## config.mk

```make
export PLATFORM = sky130hd
export DESIGN_NAME = sha256_core_mb
export DESIGN_NICKNAME = d
export VERILOG_FILES = /design/src/rtl/sha256_core_mb.sv
export SDC_FILE = /design/constraint.sdc
export NUM_CORES = 2
export LEC_CHECK = 0
export ABC_CLOCK_PERIOD_IN_PS = 20600
export CORE_MARGIN = 2
export CORE_UTILIZATION = 39
export CTS_CLUSTER_SIZE = 8
export DETAILED_ROUTE_END_ITERATION = 16
export GPL_TIMING_DRIVEN = 0
export SLEW_MARGIN = 20
export SYNTH_ARGS = -nofsm -noshare
export SYNTH_HDL_FRONTEND = slang
export SYNTH_SLANG_ARGS = --single-unit
```

## constraint.sdc

```tcl
create_clock -name clk -period 20.6 [get_ports clk]
set_input_delay 4.12 -clock clk [delete_from_list [all_inputs] [get_ports clk]]
set_output_delay 4.12 -clock clk [all_outputs]
set_load 0.005 [all_outputs]
```

## src/rtl/sha256_core_mb.sv

```systemverilog
`default_nettype none
// ============================================================================
// Module      : sha256_core_mb
// Description : Multi-block SHA-256 compression engine. Chains digests across
//               512-bit blocks, ROUNDS_PER_CYCLE rounds per clock, with an
//               internal K ROM and a 16-word rolling message schedule.
//               Optional SHA-224 mode when SHA256_SHA224_EN is defined.
// Revision    : 1.0 - initial release
// ============================================================================
module sha256_core_mb #(
    parameter int ROUNDS_PER_CYCLE = 1
) (
    input  logic         clk,
    input  logic         reset_n,
    input  logic         in_valid,
    output logic         in_ready,
    input  logic [511:0] in_block,
    input  logic         in_first,
    input  logic         in_last,
`ifdef SHA256_SHA224_EN
    input  logic         mode_224,
`endif
    output logic [255:0] digest_out,
    output logic         digest_valid,
    output logic         busy
);

    localparam int         c_R        = ROUNDS_PER_CYCLE;
    localparam logic [5:0] c_STEP     = 6'(c_R);
    localparam logic [5:0] c_LAST_GRP = 6'(64 - c_R);

    localparam logic [0:0] c_S_IDLE = 1'b0;
    localparam logic [0:0] c_S_RUN  = 1'b1;

    localparam logic [255:0] c_IV256 = {
        32'h6a09e667, 32'hbb67ae85, 32'h3c6ef372, 32'ha54ff53a,
        32'h510e527f, 32'h9b05688c, 32'h1f83d9ab, 32'h5be0cd19
    };
`ifdef SHA256_SHA224_EN
    localparam logic [255:0] c_IV224 = {
        32'hc1059ed8, 32'h367cd507, 32'h3070dd17, 32'hf70e5939,
        32'hffc00b31, 32'h68581511, 32'h64f98fa7, 32'hbefa4fa4
    };
`endif

    localparam logic [31:0] c_K [0:63] = '{
        32'h428a2f98, 32'h71374491, 32'hb5c0fbcf, 32'he9b5dba5,
        32'h3956c25b, 32'h59f111f1, 32'h923f82a4, 32'hab1c5ed5,
        32'hd807aa98, 32'h12835b01, 32'h243185be, 32'h550c7dc3,
        32'h72be5d74, 32'h80deb1fe, 32'h9bdc06a7, 32'hc19bf174,
        32'he49b69c1, 32'hefbe4786, 32'h0fc19dc6, 32'h240ca1cc,
        32'h2de92c6f, 32'h4a7484aa, 32'h5cb0a9dc, 32'h76f988da,
        32'h983e5152, 32'ha831c66d, 32'hb00327c8, 32'hbf597fc7,
        32'hc6e00bf3, 32'hd5a79147, 32'h06ca6351, 32'h14292967,
        32'h27b70a85, 32'h2e1b2138, 32'h4d2c6dfc, 32'h53380d13,
        32'h650a7354, 32'h766a0abb, 32'h81c2c92e, 32'h92722c85,
        32'ha2bfe8a1, 32'ha81a664b, 32'hc24b8b70, 32'hc76c51a3,
        32'hd192e819, 32'hd6990624, 32'hf40e3585, 32'h106aa070,
        32'h19a4c116, 32'h1e376c08, 32'h2748774c, 32'h34b0bcb5,
        32'h391c0cb3, 32'h4ed8aa4a, 32'h5b9cca4f, 32'h682e6ff3,
        32'h748f82ee, 32'h78a5636f, 32'h84c87814, 32'h8cc70208,
        32'h90befffa, 32'ha4506ceb, 32'hbef9a3f7, 32'hc67178f2
    };

    generate
        if (!(c_R == 1 || c_R == 2 || c_R == 4 || c_R == 8)) begin : g_bad_rounds
            $error("sha256_core_mb: ROUNDS_PER_CYCLE must be 1, 2, 4 or 8");
        end
    endgenerate

    function automatic logic [31:0] rotr(input logic [31:0] x, input int n);
        return (x >> n) | (x << (32 - n));
    endfunction

    function automatic logic [31:0] bsig0(input logic [31:0] x);
        return rotr(x, 2) ^ rotr(x, 13) ^ rotr(x, 22);
    endfunction

    function automatic logic [31:0] bsig1(input logic [31:0] x);
        return rotr(x, 6) ^ rotr(x, 11) ^ rotr(x, 25);
    endfunction

    function automatic logic [31:0] ssig0(input logic [31:0] x);
        return rotr(x, 7) ^ rotr(x, 18) ^ (x >> 3);
    endfunction

    function automatic logic [31:0] ssig1(input logic [31:0] x);
        return rotr(x, 17) ^ rotr(x, 19) ^ (x >> 10);
    endfunction

    logic [0:0]   r_state;
    logic [5:0]   r_round;
    logic [31:0]  r_h [0:7];
    logic [31:0]  r_v [0:7];
    logic [31:0]  r_w [0:15];
    logic         r_last;
    logic         r_dvalid;
    logic [255:0] r_digest;
`ifdef SHA256_SHA224_EN
    logic         r_mode224;
`endif

    logic         w_accept;
    logic         w_final;
    logic [31:0]  w_iv     [0:7];
    logic [31:0]  w_h_base [0:7];
    logic [31:0]  w_h_new  [0:7];
    logic [31:0]  w_v_next [0:7];
    logic [31:0]  w_w_next [0:15];

    assign in_ready     = (r_state == c_S_IDLE);
    assign busy         = (r_state == c_S_RUN);
    assign digest_out   = r_digest;
    assign digest_valid = r_dvalid;
    assign w_accept     = in_valid && in_ready;
    assign w_final      = (r_state == c_S_RUN) && (r_round == c_LAST_GRP);

    // Chain value for the incoming block: IV on a new message, else running H.
    always_comb begin
        for (int i = 0; i < 8; i++) begin
`ifdef SHA256_SHA224_EN
            w_iv[i] = mode_224 ? c_IV224[255 - 32*i -: 32] : c_IV256[255 - 32*i -: 32];
`else
            w_iv[i] = c_IV256[255 - 32*i -: 32];
`endif
            w_h_base[i] = in_first ? w_iv[i] : r_h[i];
            w_h_new[i]  = r_h[i] + w_v_next[i];
        end
    end

    // Schedule words t+16..t+16+R-1 may depend on each other, so they are
    // built into an extended window before the rounds consume W[t..t+R-1].
    always_comb begin : p_rounds
        logic [31:0] ext [0:15+c_R];
        logic [31:0] st  [0:7];
        logic [31:0] t1;
        logic [31:0] t2;
        for (int i = 0; i < 16; i++) begin
            ext[i] = r_w[i];
        end
        for (int j = 0; j < c_R; j++) begin
            ext[16+j] = ssig1(ext[14+j]) + ext[9+j] + ssig0(ext[1+j]) + ext[j];
        end
        for (int i = 0; i < 8; i++) begin
            st[i] = r_v[i];
        end
        t1 = '0;
        t2 = '0;
        for (int j = 0; j < c_R; j++) begin
            t1 = st[7] + bsig1(st[4]) + ((st[4] & st[5]) ^ (~st[4] & st[6]))
               + c_K[r_round + 6'(j)] + ext[j];
            t2 = bsig0(st[0]) + ((st[0] & st[1]) ^ (st[0] & st[2]) ^ (st[1] & st[2]));
            st[7] = st[6];
            st[6] = st[5];
            st[5] = st[4];
            st[4] = st[3] + t1;
            st[3] = st[2];
            st[2] = st[1];
            st[1] = st[0];
            st[0] = t1 + t2;
        end
        for (int i = 0; i < 8; i++) begin
            w_v_next[i] = st[i];
        end
        for (int i = 0; i < 16; i++) begin
            w_w_next[i] = ext[i + c_R];
        end
    end

    always_ff @(posedge clk or negedge reset_n) begin
        if (!reset_n) begin
            r_state  <= c_S_IDLE;
            r_round  <= '0;
            r_last   <= 1'b0;
            r_dvalid <= 1'b0;
            r_digest <= '0;
`ifdef SHA256_SHA224_EN
            r_mode224 <= 1'b0;
`endif
            for (int i = 0; i < 8; i++) begin
                r_h[i] <= c_IV256[255 - 32*i -: 32];
                r_v[i] <= '0;
            end
            for (int i = 0; i < 16; i++) begin
                r_w[i] <= '0;
            end
        end else if (w_accept) begin
            r_state  <= c_S_RUN;
            r_round  <= '0;
            r_last   <= in_last;
            r_dvalid <= 1'b0;
`ifdef SHA256_SHA224_EN
            if (in_first) begin
                r_mode224 <= mode_224;
            end
`endif
            for (int i = 0; i < 8; i++) begin
                r_h[i] <= w_h_base[i];
                r_v[i] <= w_h_base[i];
            end
            for (int i = 0; i < 16; i++) begin
                r_w[i] <= in_block[511 - 32*i -: 32];
            end
        end else if (r_state == c_S_RUN) begin
            r_round <= r_round + c_STEP;
            for (int i = 0; i < 8; i++) begin
                r_v[i] <= w_v_next[i];
            end
            for (int i = 0; i < 16; i++) begin
                r_w[i] <= w_w_next[i];
            end
            if (w_final) begin
                r_state <= c_S_IDLE;
                for (int i = 0; i < 8; i++) begin
                    r_h[i] <= w_h_new[i];
                end
                if (r_last) begin
                    r_dvalid <= 1'b1;
                    for (int i = 0; i < 8; i++) begin
                        r_digest[255 - 32*i -: 32] <= w_h_new[i];
                    end
`ifdef SHA256_SHA224_EN
                    if (r_mode224) begin
                        r_digest[31:0] <= '0;
                    end
`endif
                end
            end
        end
    end

endmodule
`default_nettype wire

```

======== Yosys cells after proc, flatten, opt, wreduce, memory -nomap -nowiden ========
Memory sizes are Yosys's and may differ from the RTL's.
Cells that the tools add are included.
storage, ports and cells
  word-level logic and storage cells ...... 123
  bits in read-only memories .............. 2048
  memories kept ........................... 1
  memory bits (writable) .................. 0
  bits in latches ......................... 0
  bits of input ports ..................... 517
  bits in registers ....................... 1289
  output and inout port bits .............. 259
memories
  name              words  width  rd ports  clocked after Yosys merged registers in  wr ports  line  text
  (name not given)  64     32     1         0                                        0         151   + c_K[r_round + 6'(j)] + ext[j];
operators by class
  mux-type cells .......................... 26
  eq/ne operators ......................... 1
  divide/modulo/power cells ............... 0
  reductions and logical operators ........ 8
  add/subtract/negate cells ............... 19
  multiply operators ...................... 0
  magnitude comparators ................... 1
  bitwise operators ....................... 30
  shifts and indexed selects .............. 0
operators with widths
  kind                                                      count
  2-to-1 mux 256 bit                                        5
  2-to-1 mux 512 bit                                        2
  adder 32 bit                                              18
  2-to-1 mux 32 bit                                         10
  bitwise XOR 32 bit                                        9
  AND 32 bit                                                5
  inverter 32 bit                                           1
  OR 10 x 32 -> 32 bit                                      1
  OR 13 x 32 -> 32 bit                                      1
  OR 14 x 32 -> 32 bit                                      1
  OR 15 x 32 -> 32 bit                                      1
  OR 19 x 32 -> 32 bit                                      1
  OR 21 x 32 -> 32 bit                                      1
  OR 25 x 32 -> 32 bit                                      1
  OR 26 x 32 -> 32 bit                                      1
  OR 30 x 32 -> 32 bit                                      1
  OR 7 x 32 -> 32 bit                                       1
  bitwise XOR 32 x 22 -> 32 bit                             1
  bitwise XOR 32 x 29 -> 32 bit                             1
  2-to-1 mux 6 bit                                          2
  greater-or-equal comparator 7 bit, second input constant  1
  2-to-1 mux 1 bit                                          7
  inverter 6 -> 7 bit                                       1
  adder 6 x 1 -> 6 bit, second input constant               1
  7 further kinds                                           11

======== Logic depth before layout (Yosys ltp) ========
  depth in word-level cells ............... 12
  gate-level depth with buffers ........... 46
  mapped depth without buffers ............ 45

======== Worst setup path before layout ========
No wires, ideal clock.
  path kind ............................... register -> register
  start ................................... reg r_round[2]
  end ..................................... reg r_digest[255], in the netlist digest_out[255]
  slack ................................... 11054 ps
  stages on the path, launching flop included .. 45
  clock period less this slack ............ 9546 ps
  required time ........................... 20475 ps
  data arrival time ....................... 9421 ps
  cells stage by stage .................... dfrtp_1 clkbuf_1 inv_1 clkbuf_1 ha_1 nand2b_1 nor2_1 o311a_1 a21oi_1 fa_1 ha_1 fa_1 a211oi_1 o21a_1 o21ai_1 and2_1 o21ai_0 nand2b_1 [... 9 more ...] nor2_1 o21ai_1 a31oi_4 o21a_1 nor2_1 xnor2_1 ha_1 o21a_1 o211ai_1 nor3_1 and2_1 a211oi_1 o2bb2ai_1 o2111ai_1 a21oi_1 xor2_1 xnor3_1 mux2_4
between the ends
  cells in the longest elaborated chain, start to end .. 8
  elaborated cells between the ends (all ways) .. 11
  those cells by class .................... 4 x add/sub; 1 x eq/ne; 2 x mux; 1 x bitwise; 2 x reduce/logical; 1 x memory
ends and longest elaborated chain
  item                                                   line  text
  start, declared                                        92    logic [5:0] r_round;
  start signal, assigned                                 205   r_round <= r_round + c_STEP;
  inverter 6 -> 7 bit (not written as such)              151
  memory read (64 x 32 bit)                              n/a
  2-to-1 mux 32 bit (not written as such) (2 in series)  151
  adder 32 bit (2 in series)                             151
  adder 32 bit                                           160   st[0] = t1 + t2;
  adder 32 bit                                           127   w_h_new[i] = r_h[i] + w_v_next[i];
  end signal, assigned by index                          220   r_digest[255 - 32*i -: 32] <= w_h_new[i];
  end, declared                                          98    logic [255:0] r_digest;
Parallel ways exist; a longest one is shown, timed or not. The select of a mux whose other input is x is not followed.
A chain may end at the register's enable or synchronous reset.

======== Worst setup path after layout ========
  start ................................... reg r_round[1]
  end ..................................... reg r_digest[255], in the netlist digest_out[255]
The elaborated chain is that of the path after synthesis.

==> flow_summary.ini <==
[min_path]
hold_class = flop to flop

[sta]
hold_viol = 0
finalMaxSlewViolations = 0
maxSlewHeadroom_pct = 10.40
rsz0062_at_grt = false
fin_skew_ns = 0.05628
min_period_ns = 14.23
fin_tns_setup_ns = 0
tightest_slew_ns = 1.344
setup_viol = 0
fin_crit_sh_pct = 69.09
max_freq_ghz = 0.07026

[critical_path]
start_kind = flop
critPathTopFamily = compound AO/OA/AOI/OAI gates
crit_path_max_incr_delay_ns = 0.96
cp-end-kind = flop
crit_arrival_ns = 15.00
r2r_slack_ns = 6.37
critPathRequiredTime_ns = 21.37
cpMostUsedCell = ha_1
critPathKind = flop to flop
crit_path_max_fanout = 15
cp_slowest_cell = clkinv_1
path_buf_inv = 5

[yosys]
ys_seq_area_share_pct = 39.50
synthFlopType = dfrtp_1
syn_area_sq_mm = 0.08208
synthTopCellsByArea = dfrtp_1, o21ai_0, nand2_1, mux2i_1, ha_1
synth-simple-area-share_pct = 11.97
synth_top_family_by_area = compound AO/OA/AOI/OAI gates
synth_top_area_share_pct = 35.15
yosys.area.top_type = dfrtp_1
synth_async_sr_flop_share_pct = 100.0
synth.distinct_cells = 91
synth-edff-count = 0
synth_seq_cells = 1289
synthAdderAreaFrac_pct = 11.01
synth-xor-area-share_pct = 6.297
syn_inst = 9132
muxShareOfSynthArea_pct = 6.928
synth_fp_nets = 10250
syn_area_per_cell_sq_um = 8.989
ys_warn_count = 0
synth_compound_area_share_pct = 19.33

[layout]
final_common_cell = nand2_1
final_nets = 11228
layout-drive-gt1-share_pct = 4.703
final_cell_mix = nand2_1, o21ai_0, dfrtp_1
syn_to_final_growth_pct = 21.09
fill_cells = 20253
final_util_pct = 47.47

[clock_network]
clock-sinks = 1289
clkTransAtPathRegs_ns = 0.06
numCtsBuffers = 182
htreeDepth = 4
clk-insertion-delay-late_ns = 0.88
cts_tree = done
clock-root-buffer = clkbuf_16
clockBufferDepth = 3
postCtsSetupRepairBufs = 0
cts.repair.resized = 0
cts_hold_buf = 0

[grt]
grt_pass1_vias = 74769
grt_max_degree = 144
antenna_found_initial = 112
grt_use_total_pct = 37.82
grt-ovfl-total = 0
grt_pass1_wl_microns = 576500

[detailed_routing]
vias_per_cell = 5.915
ant_nets = 0
wl_microns = 417000
drc_errors = 0
dr.pass1.iters = 6
wl_per_cell_microns = 31.82
vias = 77499
dr.first_iter.drc_count = 8958

[floorplan]
initial_core_util_pct = 39.21
die_y_microns = 462.8
ios = 776
dieArea_sq_mm = 0.2142
core_area_sq_mm = 0.2094
die_w_microns = 462.8
rows = 168

[run_status]
outcome = finished, final reports clean

[placement]
place_hpwl_microns = 333300
portBuffers = 775
gp_congestion = 1.003

[flow_run]
drv_cap = 0
==> synthesized netlist by cell type (all sizes together) (9+ instances only) <==
| cell | instances |
|---|---|
| a22oi | 93 |
| nor2b | 61 |
| a211oi | 53 |
| a21oi | 354 |
| or2 | 17 |
| xor2 | 233 |
| o22ai | 136 |
| nand4 | 26 |
| nor2 | 271 |
| buf | 54 |
| a21o | 204 |
| o311ai | 15 |
| nor3 | 77 |
| fa | 196 |
| mux2 | 38 |
| mux2i | 516 |
| dfrtp | 1153 |
| a2111oi | 11 |
| nor4 | 11 |
| and3 | 30 |
| ha | 405 |
| o21a | 64 |
| o21ai | 1453 |
| clkbuf | 551 |
| dfstp | 136 |
| and4 | 10 |
| o31ai | 24 |
| a221oi | 22 |
| xnor2 | 352 |
| a311oi | 11 |
| a21boi | 12 |
| nand3 | 186 |
| o211ai | 32 |
| a211o | 23 |
| nand2 | 1473 |
| a221o | 9 |
| nand2b | 53 |
| a31oi | 50 |
| nand3b | 9 |
| o21bai | 65 |
| and2 | 17 |
| or3 | 52 |
| inv | 479 |
==> stage by stage <==
step	hold slack [ns]	worst slack (ns)	instance area [sq um]	instances
floorplan	0.4455	11.05	82080	9132
global route	0.4831	6.033	99330	13078
finish	0.4728	6.367	99390	13103
global placement	0.4611	-44.79	93350	12712
detailed placement	0.4630	6.701	93880	12731
CTS	0.4746	6.666	99210	13033
==> worst paths after layout <==
check,startpoint,to,cells after the start
max in group asynchronous,reset_n,p_rounds.ext[204],4
min reg2reg,digest_out[53],digest_out[53],2
max,r_round[1],digest_out[255],44
min,digest_out[53],digest_out[53],2
min in group asynchronous,reset_n,digest_out[87],1
max reg2reg,r_round[1],digest_out[255],44
==> sequential cells by signal, indices dropped and copies added (netlist names) <==
signal,flops
digest_out,256
p_rounds.st,192
r_round,6
p_rounds.ext,512
busy,1
digest_valid,1
r_last,1
r_v,64
r_h,256
==> area by class of cell <==
type                            count  area, sq um  area share [%]
Timing Repair Buffer              794         8230           8.281
Clock inverter                     16        284.0          0.2858
Buffer                            605         2320           2.334
Multi-Input combinational cell   6758        45610           45.88
Antenna cell                       70        175.2          0.1762
Clock buffer                      286         5040           5.071
Tap cell                         2805         3510           3.531
Sequential cell                  1289        32430           32.62
Inverter                          480         1802           1.813
==> cells by family (layout without fill, tap and decap cells) <==
logic type      after synthesis  in the layout
xor+xnor                    587            587
simple gates               2307           2307
other cells                   0             70
buf+inv                    1085           2181
compound gates             2700           2700
mux                         558            558
flops                      1289           1289
fa+ha+maj                   606            606
==> routing by layer <==
metal | track usage (%) | part of all wire (%)
met1 | 49.30 | 40
met2 | 55.95 | 43
met3 | 10.99 | 10
met4 | 21.52 | 6.2
met5 | 0 | 0.085
==> tightest hold or removal path: stages, from the launching register on <==
cell and delay [ns]:
dfrtp_1 0.34, nand2_1 0.05, nand2_1 0.05
Power is not shown: default switching activity piles up to over one toggle a cycle in this logic, so the estimate is an artifact.
